--- src/rtl/parser_write_buffer_if.sv ---
// Parser-to-history-buffer write path bundle: literal beats in, write port out.
// Latency: none (wiring only).
// Backpressure: parser_stall toward the parser, wr_valid/wr_ready toward the history buffer.
//
// Ports: data_out/byte_valid/address/valid carry parser beats; wr_* is the
// history-buffer write port; bytes_written and err_* are status outputs.
// master = environment side (parser + history buffer), slave = the buffer block.
interface parser_write_buffer_if;
  logic [63:0] data_out;
  logic [7:0]  byte_valid;
  logic [8:0]  address;
  logic [15:0] valid;
  logic        parser_stall;
  logic        wr_valid;
  logic        wr_ready;
  logic [3:0]  wr_bank;
  logic [8:0]  wr_addr;
  logic [63:0] wr_data;
  logic [7:0]  wr_be;
  logic [31:0] bytes_written;
  logic        err_onehot;
  logic        err_overflow;

  modport master (
    output data_out, byte_valid, address, valid, wr_ready,
    input  parser_stall, wr_valid, wr_bank, wr_addr, wr_data, wr_be,
           bytes_written, err_onehot, err_overflow
  );

  modport slave (
    input  data_out, byte_valid, address, valid, wr_ready,
    output parser_stall, wr_valid, wr_bank, wr_addr, wr_data, wr_be,
           bytes_written, err_onehot, err_overflow
  );
endinterface

--- src/rtl/parser_write_buffer.sv ---
// Queues legal parser literal beats and issues them to the history-buffer write port.
// Latency: 1 cycle from input beat to wr_valid on an empty queue; 1 beat/cycle sustained.
// Backpressure: wr_valid/wr_ready toward history buffer; lookahead parser_stall at occupancy >= STALL_THRESHOLD.
//
// Ports: clk, rst_n (async active-low), bus (parser_write_buffer_if.slave):
//   parser beat inputs, wr_* first-word-fall-through head, byte counter, sticky error flags.
module parser_write_buffer #(
  parameter int FIFO_DEPTH      = 4,
  parameter int STALL_THRESHOLD = 3
) (
  input logic                  clk,
  input logic                  rst_n,
  parser_write_buffer_if.slave bus
);

  localparam int PTR_W = $clog2(FIFO_DEPTH);
  localparam logic [PTR_W:0] DEPTH_C = (PTR_W + 1)'(FIFO_DEPTH);
  localparam logic [PTR_W:0] STALL_C = (PTR_W + 1)'(STALL_THRESHOLD);

  typedef struct packed {
    logic [3:0]  bank;
    logic [8:0]  addr;
    logic [63:0] data;
    logic [7:0]  be;
  } entry_t;

  entry_t           mem_q [FIFO_DEPTH];
  entry_t           mem_d [FIFO_DEPTH];
  logic [PTR_W-1:0] wr_ptr_q, wr_ptr_d;
  logic [PTR_W-1:0] rd_ptr_q, rd_ptr_d;
  logic [PTR_W:0]   count_q, count_d;
  logic [31:0]      bytes_q, bytes_d;
  logic             err_onehot_q, err_onehot_d;
  logic             err_overflow_q, err_overflow_d;

  logic             any_valid;
  logic             is_onehot;
  logic             legal;
  logic             push;
  logic             pop;
  logic [3:0]       bank_idx;
  logic [3:0]       be_ones;
  entry_t           head;
  entry_t           beat;

  // Beat classification and bank encode.
  always_comb begin
    any_valid = |bus.valid;
    // x & (x-1) clears the lowest set bit; zero result means at most one bit set.
    is_onehot = any_valid && ((bus.valid & (bus.valid - 16'd1)) == 16'd0);
    legal     = is_onehot && (|bus.byte_valid);
    bank_idx  = '0;
    for (int i = 0; i < 16; i++) begin
      if (bus.valid[i]) bank_idx = 4'(i);
    end
    beat.bank = bank_idx;
    beat.addr = bus.address;
    beat.data = bus.data_out;
    beat.be   = bus.byte_valid;
  end

  // Queue control, counter and flag next-state.
  always_comb begin
    head = mem_q[rd_ptr_q];
    pop  = (count_q != '0) && bus.wr_ready;
    // A full queue still takes a beat when the head leaves in the same cycle.
    push = legal && ((count_q < DEPTH_C) || pop);

    be_ones = '0;
    for (int i = 0; i < 8; i++) begin
      be_ones = be_ones + {3'd0, head.be[i]};
    end

    mem_d = mem_q;
    if (push) mem_d[wr_ptr_q] = beat;

    wr_ptr_d = push ? wr_ptr_q + 1'b1 : wr_ptr_q;
    rd_ptr_d = pop  ? rd_ptr_q + 1'b1 : rd_ptr_q;
    count_d  = count_q + (PTR_W + 1)'(push) - (PTR_W + 1)'(pop);
    bytes_d  = pop ? bytes_q + {28'd0, be_ones} : bytes_q;

    err_onehot_d   = err_onehot_q   || (any_valid && !is_onehot);
    err_overflow_d = err_overflow_q || (legal && !push);
  end

  // Storage is cleared on reset so the wr_* head reads zero when empty after reset.
  always_ff @(posedge clk or negedge rst_n) begin
    if (!rst_n) begin
      for (int i = 0; i < FIFO_DEPTH; i++) mem_q[i] <= '0;
      wr_ptr_q       <= '0;
      rd_ptr_q       <= '0;
      count_q        <= '0;
      bytes_q        <= '0;
      err_onehot_q   <= 1'b0;
      err_overflow_q <= 1'b0;
    end else begin
      for (int i = 0; i < FIFO_DEPTH; i++) mem_q[i] <= mem_d[i];
      wr_ptr_q       <= wr_ptr_d;
      rd_ptr_q       <= rd_ptr_d;
      count_q        <= count_d;
      bytes_q        <= bytes_d;
      err_onehot_q   <= err_onehot_d;
      err_overflow_q <= err_overflow_d;
    end
  end

  // Outputs come straight from registers; the stall has no combinational input path.
  assign bus.wr_valid      = (count_q != '0);
  assign bus.parser_stall  = (count_q >= STALL_C);
  assign bus.wr_bank       = head.bank;
  assign bus.wr_addr       = head.addr;
  assign bus.wr_data       = head.data;
  assign bus.wr_be         = head.be;
  assign bus.bytes_written = bytes_q;
  assign bus.err_onehot    = err_onehot_q;
  assign bus.err_overflow  = err_overflow_q;

endmodule

--- src/flat_wrapper.sv ---
// flat-port wrapper written by rule: the top's interface ports become plain ports
module parser_write_buffer_flat 
#(
  parameter int FIFO_DEPTH      = 4,
  parameter int STALL_THRESHOLD = 3
)
  (clk, rst_n, bus_data_out, bus_byte_valid, bus_address, bus_valid, bus_wr_ready, bus_parser_stall, bus_wr_valid, bus_wr_bank, bus_wr_addr, bus_wr_data, bus_wr_be, bus_bytes_written, bus_err_onehot, bus_err_overflow);
  parser_write_buffer_if bus_i ();
  input logic clk;
  input logic rst_n;
  input wire logic [$bits(bus_i.data_out)-1:0] bus_data_out;
  input wire logic [$bits(bus_i.byte_valid)-1:0] bus_byte_valid;
  input wire logic [$bits(bus_i.address)-1:0] bus_address;
  input wire logic [$bits(bus_i.valid)-1:0] bus_valid;
  input wire logic [$bits(bus_i.wr_ready)-1:0] bus_wr_ready;
  output wire logic [$bits(bus_i.parser_stall)-1:0] bus_parser_stall;
  output wire logic [$bits(bus_i.wr_valid)-1:0] bus_wr_valid;
  output wire logic [$bits(bus_i.wr_bank)-1:0] bus_wr_bank;
  output wire logic [$bits(bus_i.wr_addr)-1:0] bus_wr_addr;
  output wire logic [$bits(bus_i.wr_data)-1:0] bus_wr_data;
  output wire logic [$bits(bus_i.wr_be)-1:0] bus_wr_be;
  output wire logic [$bits(bus_i.bytes_written)-1:0] bus_bytes_written;
  output wire logic [$bits(bus_i.err_onehot)-1:0] bus_err_onehot;
  output wire logic [$bits(bus_i.err_overflow)-1:0] bus_err_overflow;
  assign bus_i.data_out = bus_data_out;
  assign bus_i.byte_valid = bus_byte_valid;
  assign bus_i.address = bus_address;
  assign bus_i.valid = bus_valid;
  assign bus_i.wr_ready = bus_wr_ready;
  assign bus_parser_stall = bus_i.parser_stall;
  assign bus_wr_valid = bus_i.wr_valid;
  assign bus_wr_bank = bus_i.wr_bank;
  assign bus_wr_addr = bus_i.wr_addr;
  assign bus_wr_data = bus_i.wr_data;
  assign bus_wr_be = bus_i.wr_be;
  assign bus_bytes_written = bus_i.bytes_written;
  assign bus_err_onehot = bus_i.err_onehot;
  assign bus_err_overflow = bus_i.err_overflow;
  parser_write_buffer #(.FIFO_DEPTH(FIFO_DEPTH), .STALL_THRESHOLD(STALL_THRESHOLD)) u_core (.clk(clk), .rst_n(rst_n), .bus(bus_i));
endmodule
--- config.mk ---
export PLATFORM = sky130hd
export DESIGN_NAME = parser_write_buffer_flat
export DESIGN_NICKNAME = d
export VERILOG_FILES = /design/src/rtl/parser_write_buffer_if.sv /design/src/rtl/parser_write_buffer.sv /design/src/flat_wrapper.sv
export SDC_FILE = /design/constraint.sdc
export NUM_CORES = 1
export LEC_CHECK = 0
export ABC_CLOCK_PERIOD_IN_PS = 5350
export CORE_ASPECT_RATIO = 2
export CORE_UTILIZATION = 45
export CTS_BUF_LIST = sky130_fd_sc_hd__clkbuf_8
export DETAILED_ROUTE_END_ITERATION = 8
export MAX_ROUTING_LAYER = met4
export PLACE_DENSITY_LB_ADDON = 0.08
export SYNTH_ARGS = -nofsm -noshare
export SYNTH_HDL_FRONTEND = slang
export SYNTH_SLANG_ARGS = --single-unit
--- constraint.sdc ---
create_clock -name clk -period 5.35 [get_ports clk]
set_input_delay 1.3375 -clock clk [delete_from_list [all_inputs] [get_ports clk]]
set_output_delay 1.3375 -clock clk [all_outputs]
set_load 0.02 [all_outputs]
-- After elaboration in Yosys (flattened, before gate mapping)
Cells that the tools add are included.
- memory bits (read-only): 0
- word-level logic and storage cells: 80
- memory bits (writable): 0
- register bits: 381
- output and inout port bits: 121
- memories: 0
- bits in latches: 0
- bits of input ports: 100
- shift operators: 0
- $lt $le $gt $ge: 5
- $mul: 0
- multiplexer cells: 21
- eq/ne operators: 0
- div/mod/pow operators: 0
- reductions and logical operators: 16
- bitwise logic cells: 3
- add/sub/neg operators: 13
- operators by type and width (cell ; number):
    340-bit bitwise mux ; 1
    85-bit 2-to-1 mux ; 3
    85-bit binary-select mux with 2-bit select ; 1
    85-bit demux with 2-bit select ; 1
    4-bit 2-to-1 mux ; 14
    32-bit by 4-bit adder with 32-bit output ; 1
    4-bit by 1-bit adder with 4-bit output ; 6
    16-bit bitwise AND ; 1
    16-bit logical NOT ; 1
    16-bit OR reduction ; 1
    16-bit by 1-bit subtractor with 16-bit output, second input constant ; 1
    8-bit OR reduction ; 1
    1-bit logical AND ; 7
    3-bit greater-or-equal comparator, second input constant ; 2
    2-bit NOT with 3-bit output ; 2
    2-bit by 1-bit adder with 2-bit output, second input constant ; 2
    3-bit by 1-bit adder with 3-bit output ; 1
    3-bit by 2-bit greater-or-equal comparator with 1-bit output, second input constant ; 1
    1-bit logical OR ; 3
    3-bit by 1-bit < comparator with 1-bit output, second input constant ; 1
    3-bit < comparator, second input constant ; 1
    3-bit nonzero test ; 1
    3-bit by 1-bit subtractor with 3-bit output ; 1
    1-bit by 1-bit adder with 2-bit output ; 1
    other kinds (2) ; 3

-- Logic depth before layout (Yosys ltp)
Gate-level depths: netlist of the first run.
- word-level depth: 16
- gate-level depth with buffers: 18
- gate-level depth less buffers: 16

-- Worst setup path after synthesis of the first run
No wires, ideal clock.
- path type: flip-flop to flip-flop
- start: register u_core.rd_ptr_q[0]
- end: register u_core.bytes_q[21] (netlist: u_core.bus.bytes_written[21])
- buffers on the path: 2
- data required time: 5.221 ns
- cell stages (with the launch flop): 18
- library setup time: 0.129 ns
- clock period less this slack: 5.234 ns
- setup slack: 0.116 ns
- arrival time: 5.105 ns
- cell sequence: dfrtp_1 clkbuf_1 buf_1 mux4_2 ha_1 inv_1 fa_1 fa_1 fa_1 fa_1 inv_1 ha_1 a21o_1 a21o_1 a21oi_1 nor2_1 nand4_1 xnor2_1
- longest elaborated chain between the ends: 12
- RTL lines (item ; RTL line ; source):
    start: declaration ; parser_write_buffer.sv:30 ; logic [PTR_W-1:0] rd_ptr_q, rd_ptr_d;
    start signal: assignment ; parser_write_buffer.sv:99 ; rd_ptr_q <= rd_ptr_d;
    2-bit NOT with 3-bit output (implied by the code) ; parser_write_buffer.sv:64 ; head = mem_q[rd_ptr_q];
    85-bit binary-select mux with 2-bit select ; parser_write_buffer.sv:64 ;
    85-bit 2-to-1 mux (implied by the code) (2 in a row) ; parser_write_buffer.sv:64 ;
    net bus_wr_be[0] ; flat_wrapper.sv:21 ; output wire logic [$bits(bus_i.wr_be)-1:0] bus_wr_be;
    1-bit by 1-bit adder with 2-bit output ; parser_write_buffer.sv:71 ; be_ones = be_ones + {3'd0, head.be[i]};
    4-bit by 1-bit adder with 4-bit output (6 in a row) ; parser_write_buffer.sv:71 ;
    32-bit by 4-bit adder with 32-bit output ; parser_write_buffer.sv:80 ; bytes_d = pop ? bytes_q + {28'd0, be_ones} : bytes_q;
    end signal: assignment ; parser_write_buffer.sv:101 ; bytes_q <= bytes_d;
    end: declaration ; parser_write_buffer.sv:32 ; logic [31:0] bytes_q, bytes_d;
The timed path passes the listed nets, and every way through them passes these cells. The select of a mux whose other input is x is not followed.
A chain may end at the register's enable or synchronous reset.

-- Worst setup path after layout of the first run
- start: register u_core.rd_ptr_q[0]
- end: output port bus_wr_data[27]
- longest elaborated chain between the ends: 4
- RTL lines (item ; RTL line ; source):
    2-bit NOT with 3-bit output (implied by the code) ; parser_write_buffer.sv:64 ;
    85-bit binary-select mux with 2-bit select ; parser_write_buffer.sv:64 ;
    85-bit 2-to-1 mux (implied by the code) (2 in a row) ; parser_write_buffer.sv:64 ;
    end: declaration ; flat_wrapper.sv:20 ; output wire logic [$bits(bus_i.wr_data)-1:0] bus_wr_data;
No other way between the ends. The select of a mux whose other input is x is not followed.

==> results.cfg, run 1 <==
[grt]
grt_start_max_net_pins = 119
grt_usage_pct = 21.3
antenna_found_initial = 2
grt_pass1_wl_um = 64600
grt_pass1_vias = 11300
gr-total-overflow = 0

[route]
wire_per_inst_um = 21.3
ant_nets = 0
drc = 0
viasPerCell = 5.35
drt_wl_total_um = 39900
drtIter0Drc = 302
drt_first_pass_iters = 4
route.vias.total = 10000

[cells_and_area]
syn_to_final_growth_pct = 22.1
nets = 1431
seqCellArea_sq_um = 9540
finalNonFillerCells = 1876
drive_above_1_share_pct = 39.9
fillerInstances = 3251
multi_input_area_sq_um = 7900

[placed_design]
gp_congestion = 0.773
port_buffers = 220
dpl.hpwl_um = 24900
placed_cells = 1778

[floorplanning]
die_area_sq_um = 40600
coreArea_sq_um = 39300
row_count = 103
fp.dieH_um = 284
initial_core_util_pct = 45.5
die_w_um = 143
io_pins = 221

[sta]
fmax_mhz = 199
hold_viol = 0
worst_slew_pin_slew_ns = 0.989
finalClockSkew_ns = 0.0382
layout_min_cycle_time_ns = 5.02
slew_headroom_pct = 34.1
period_share_pct = 93.8
grt_setup_unrepaired = false
setup_violations = 0
slew_viol_final = 0
tns_ns = 0

[setup_path]
crit_required_ns = 4.01
arrival_ns = 3.68
regToRegSetupSlack_ns = 0.54
startpoint_type = flop
regToRegStartpoint = u_core.rd_ptr_q[0]
crit_fanout = 39
crit_type = flop to output port
end_kind = output port
crit_start = u_core.rd_ptr_q[0]

[cts]
tritoncts = yes
numCtsBuffers = 56
post_cts_resized = 0
clkTransAtPathRegs_ns = 0.07
ctsHoldBuffers = 0
post_cts_buffers = 0
clkLatencyLatePin_ns = 0.63
cts_root_buf = clkbuf_8
cts_max_level = 2
clkSinkCount = 381
cts.path.max_buffers = 3

[synth]
yosysWarningCount = 0
synth_top_cell_area_share_pct = 53.3
async_flop_share_pct = 100
yosysTopAreaCell = dfrtp_1
synth_edf_count = 0
yosysSeqAreaShare_pct = 53.3
synthCells = 1068
synth_flop_cell = dfrtp_1
synthTopCellsByArea = dfrtp_1 53%, mux2_4 17%, mux4_2 11%
synth_cell_types = 48
synthesis.area_sq_um = 17900
synth_seq_cells = 381
syn_area_per_cell_sq_um = 16.7
syn_nets = 1188

[status]
status = finished clean

[hold_path]
min_from = u_core.bus.err_overflow
hp-class = flop to flop

[pwr]
total_leakage_power_nw = 10.9
pwr_density_cell_nw_per_um2 = 291
peakVddDrop_v = 0.000194

[flow_run]
drv_cap = 0
-- per-stage QoR --
| stage | cell area, sq um | utilization [%] | hold slack (ns) | total power, mW | worst slack [ns] |
|---|---|---|---|---|---|
| after detailed placement | 20700 | 52.6 | 0.454 | 4.01 | 0.495 |
| after CTS | 21800 | 55.5 | 0.476 | 6.50 | 0.114 |
| final | 21800 | 55.5 | 0.473 | 6.35 | 0.332 |
| after floorplan | 17900 | - | 0.474 | 3.60 | 0.116 |
| after global placement | 20700 | 52.6 | 0.440 | 4.00 | 0.519 |
| after global routing | 21800 | 55.5 | 0.493 | 6.66 | 0.0280 |
-- state kept, by name, indices dropped and copies added, names as in the netlist --
signal and cells:
u_core.mem_q 340, u_core.bus.bytes_written 32, u_core.rd_ptr_q 2, u_core.bus.err_overflow 1, u_core.wr_ptr_q 2, u_core.count_q 3, u_core.bus.err_onehot 1
-- synthesized netlist by cell type, types with 2 or more instances --
| cell | instances |
|---|---|
| dfrtp_1 | 381 |
| mux2_4 | 200 |
| mux2_2 | 141 |
| mux4_2 | 85 |
| clkbuf_1 | 25 |
| xnor2_1 | 24 |
| inv_1 | 23 |
| nand2_1 | 21 |
| buf_6 | 20 |
| nor2_1 | 17 |
| ha_1 | 14 |
| nand3_1 | 13 |
| xor2_1 | 11 |
| a21oi_1 | 9 |
| buf_1 | 9 |
| nand4_1 | 7 |
| fa_1 | 6 |
| o21ai_0 | 6 |
| a21o_1 | 4 |
| and3_1 | 4 |
| buf_4 | 4 |
| nand3_2 | 4 |
| nor4_1 | 4 |
| a2111o_1 | 3 |
| nor2b_1 | 3 |
| o21bai_1 | 3 |
| a41oi_1 | 2 |
| and4_1 | 2 |
| nor3_1 | 2 |
| nor3b_1 | 2 |
| nor4_4 | 2 |
-- critical path, stage by stage, from the launching register on --
cell and delay [ns]:
dfrtp_4 0.46, buf_4 0.67, buf_4 0.70, mux4_2 0.61, clkdlybuf4s50_1 0.58
-- placed cells by master (no fill, tap or decap), types with 2 or more instances in the layout --
cell	n
a2111o_1	3
a21o_1	4
a21oi_1	9
a41oi_1	2
and3_1	4
and4_1	2
buf_12	8
buf_4	15
bufinv_16	3
clkbuf_8	70
clkdlybuf4s50_1	219
clkinv_2	4
clkinvlp_4	2
dfrtp_1	379
dfrtp_4	2
diode_2	2
fa_1	6
ha_1	14
inv_1	40
mux2_2	141
mux2_4	200
mux4_2	85
nand2_1	21
nand3_1	13
nand3_4	4
nand4_1	7
nor2_1	17
nor2b_1	3
nor3_1	2
nor3b_1	2
nor4_1	4
nor4_4	2
o21ai_0	6
o21bai_1	3
xnor2_1	24
xor2_1	11
-- report_power, final --
group,internal (mW),switching (mW),total [mW]
Sequential,2.91,0.0490,2.96
Clock,1.31,1.13,2.44
Combinational,0.404,0.542,0.946
Total,4.63,1.72,6.35
-- final timing paths --
kind / to / depth (start not counted)
min reg2reg: u_core.bus.err_overflow / 1
max: bus_wr_data[27] / 4
max reg2reg: u_core.bus.bytes_written[18] / 15
min: u_core.bus.err_overflow / 1
max in group asynchronous: u_core.mem_q[131] / 2
min in group asynchronous: u_core.mem_q[319] / 1
-- per-layer routing --
layer	routed length, um	GRT usage (%)	vias up	part of all wire (%)
li1	-	-	4413	-
met1	16000	25.6	5318	40
met2	20900	35.8	226	52
met3	1900	3.98	74	4.8
met4	1120	7.15	0	2.8
met5	0	-	-	0
-- final cells by class --
| cell class | count | area share, % |
|---|---|---|
| sequential | 381 | 43.7 |
| antenna | 2 | 0.0229 |
| clock buffer | 70 | 4.41 |
| multi-input combinational | 605 | 36.2 |
| tap | 525 | 3.01 |
| clock inverter | 26 | 0.866 |
| timing repair buffer | 243 | 11.4 |
| inverter | 24 | 0.413 |
-- cells by family after synthesis --
family | share of synthesized area [%]
AOI/OAI and AO/OA | 1.43
adders and majority gates | 1.71
buffers and inverters | 2.65
DFF | 53.3
xor gates and xnor gates | 1.71
muxes | 36.4
and+or+nand+nor | 2.79
Note: power is estimated with default switching activity, not from simulation.
==> run 2, diff against run 1 <==
Settings changed: CORE_UTILIZATION 45 to 40.
==> results.cfg, run 2 (same netlist as run 1, synthesis figures left out) <==
[sta]
slew_viol_final = 0
hold_viol = 0
period_share_pct = 90.5
slew_headroom_pct = 39.6
worst_slew_pin_slew_ns = 0.906
setup_violations = 0
finalClockSkew_ns = 0.0206
fmax_mhz = 207
tns_ns = 0
fin_ws_ns = 0.509
grt_setup_unrepaired = false
layout_min_cycle_time_ns = 4.84

[route]
viasPerCell = 5.25
drtIter0Drc = 304
drt_first_pass_iters = 6
wire_per_inst_um = 22.1
drc = 0
ant_nets = 0
drt_wl_total_um = 42100
route.vias.total = 10000

[setup_path]
startpoint_type = flop
crit_required_ns = 5.88
crit_type = flop to flop
end_kind = flop
arrival_ns = 5.37
crit_fanout = 15

[cells_and_area]
fillerInstances = 3816
syn_to_final_growth_pct = 21.6
drive_above_1_share_pct = 39.6
top_register = u_core.mem_q
finalNonFillerCells = 1906
nets = 1434
largest_reg_flops = 340
most-common-layout-cells = 379 x dfrtp_1, 219 x clkdlybuf4s50_1, 200 x mux2_4
final_common_cell = dfrtp_1

[pwr]
total_leakage_power_nw = 10.8
peakVddDrop_v = 0.000252
pwr_density_cell_nw_per_um2 = 288
power_mw = 6.27

[cts]
numCtsBuffers = 59
tritoncts = yes
clkTransAtPathRegs_ns = 0.07
ctsHoldBuffers = 0
cts_root_buf = clkbuf_8
clkSinkCount = 381
clkLatencyLatePin_ns = 0.61
post_cts_resized = 0
cts_max_level = 2
post_cts_buffers = 0
cts.path.max_buffers = 3

[placed_design]
gp_congestion = 0.784
placed_cells = 1808
port_buffers = 220
pre_cts_slack_ns = 0.470
dpl.hpwl_um = 26000

[grt]
gr-total-overflow = 0
antenna_found_initial = 4
grt_usage_pct = 19.7
grt_pass1_wl_um = 66300
grt_start_max_net_pins = 102
grt_pass1_vias = 11400

[floorplanning]
row_count = 109
initial_core_util_pct = 40.5
coreArea_sq_um = 44200
die_area_sq_um = 45600
fp.dieH_um = 301
die_w_um = 151
io_pins = 221

[status]
status = finished clean

[flow_run]
drv_cap = 0

[hold_path]
hp-class = flop to flop
run 2: cell count changes in the layout (fill, tap and decap cells not counted), sizes merged:
cell and change:
bufinv -3, clkbuf +2, clkinv -1, clkinvlp -2, diode +2, inv +2
run 2: cell type report:
| cell class | count | area (sq um) | area share, % |
|---|---|---|---|
| clock buffers | 72 | 991 | 4.56 |
| well taps | 555 | 694 | 3.19 |
| multi-input cells | 605 | 7900 | 36.3 |
| diodes | 4 | 10.0 | 0.0460 |
| inverters | 24 | 90.1 | 0.414 |
| flip-flops and latches | 381 | 9540 | 43.9 |
| repair buffers | 243 | 2430 | 11.2 |
| clock inverters | 22 | 86.3 | 0.397 |
run 2: layer usage:
layer  vias up  GRT usage (%)  routed length, um
met3        68           4.12               2220
met1      5288           23.5              17300
met2       237           33.1              21700
li1       4408              -                  -
met4         0           5.85                948
met5         -              -                  0
run 2: report_power, final:
group,switching (mW),leakage [nW],total (mW),internal (mW)
Combinational,0.591,4.88,0.999,0.408
Clock,1.14,0.631,2.33,1.19
Sequential,0.0257,5.30,2.94,2.92
Total,1.75,10.8,6.27,4.51
run 2: worst paths after layout:
path                                    startpoint                            to  slack [ns]  cells past startpoint
setup / recovery                u_core.rd_ptr_q[0]  u_core.bus.bytes_written[20]        0.51                     15
hold / removal             u_core.bus.err_overflow       u_core.bus.err_overflow        0.47                      1
setup reg to reg                u_core.rd_ptr_q[0]  u_core.bus.bytes_written[20]        0.51                     15
hold reg to reg            u_core.bus.err_overflow       u_core.bus.err_overflow        0.47                      1
max in group asynchronous                    rst_n              u_core.mem_q[37]        3.50                      2
min in group asynchronous                    rst_n              u_core.mem_q[64]        0.75                      1
run 2: metrics by stage:
stage	cell area, sq um	hold slack, ns	utilization, %
CTS	21700	0.476	49.2
floorplan	17900	0.474	-
global placement	20700	0.443	46.8
finish	21700	0.473	49.2
detailed placement	20700	0.449	46.8
global route	21700	0.497	49.2
run 2: critical path: stages (launching register included):
cell	delay, ns
dfrtp_4	0.44
buf_4	0.33
mux4_2	0.56
inv_1	0.09
fa_1	0.45
fa_1	0.47
fa_1	0.42
fa_1	0.49
inv_1	0.06
fa_1	0.43
a21o_1	0.20
a21oi_1	0.32
nor2_1	0.09
buf_4	0.17
nand3_1	0.10
xnor2_1	0.12
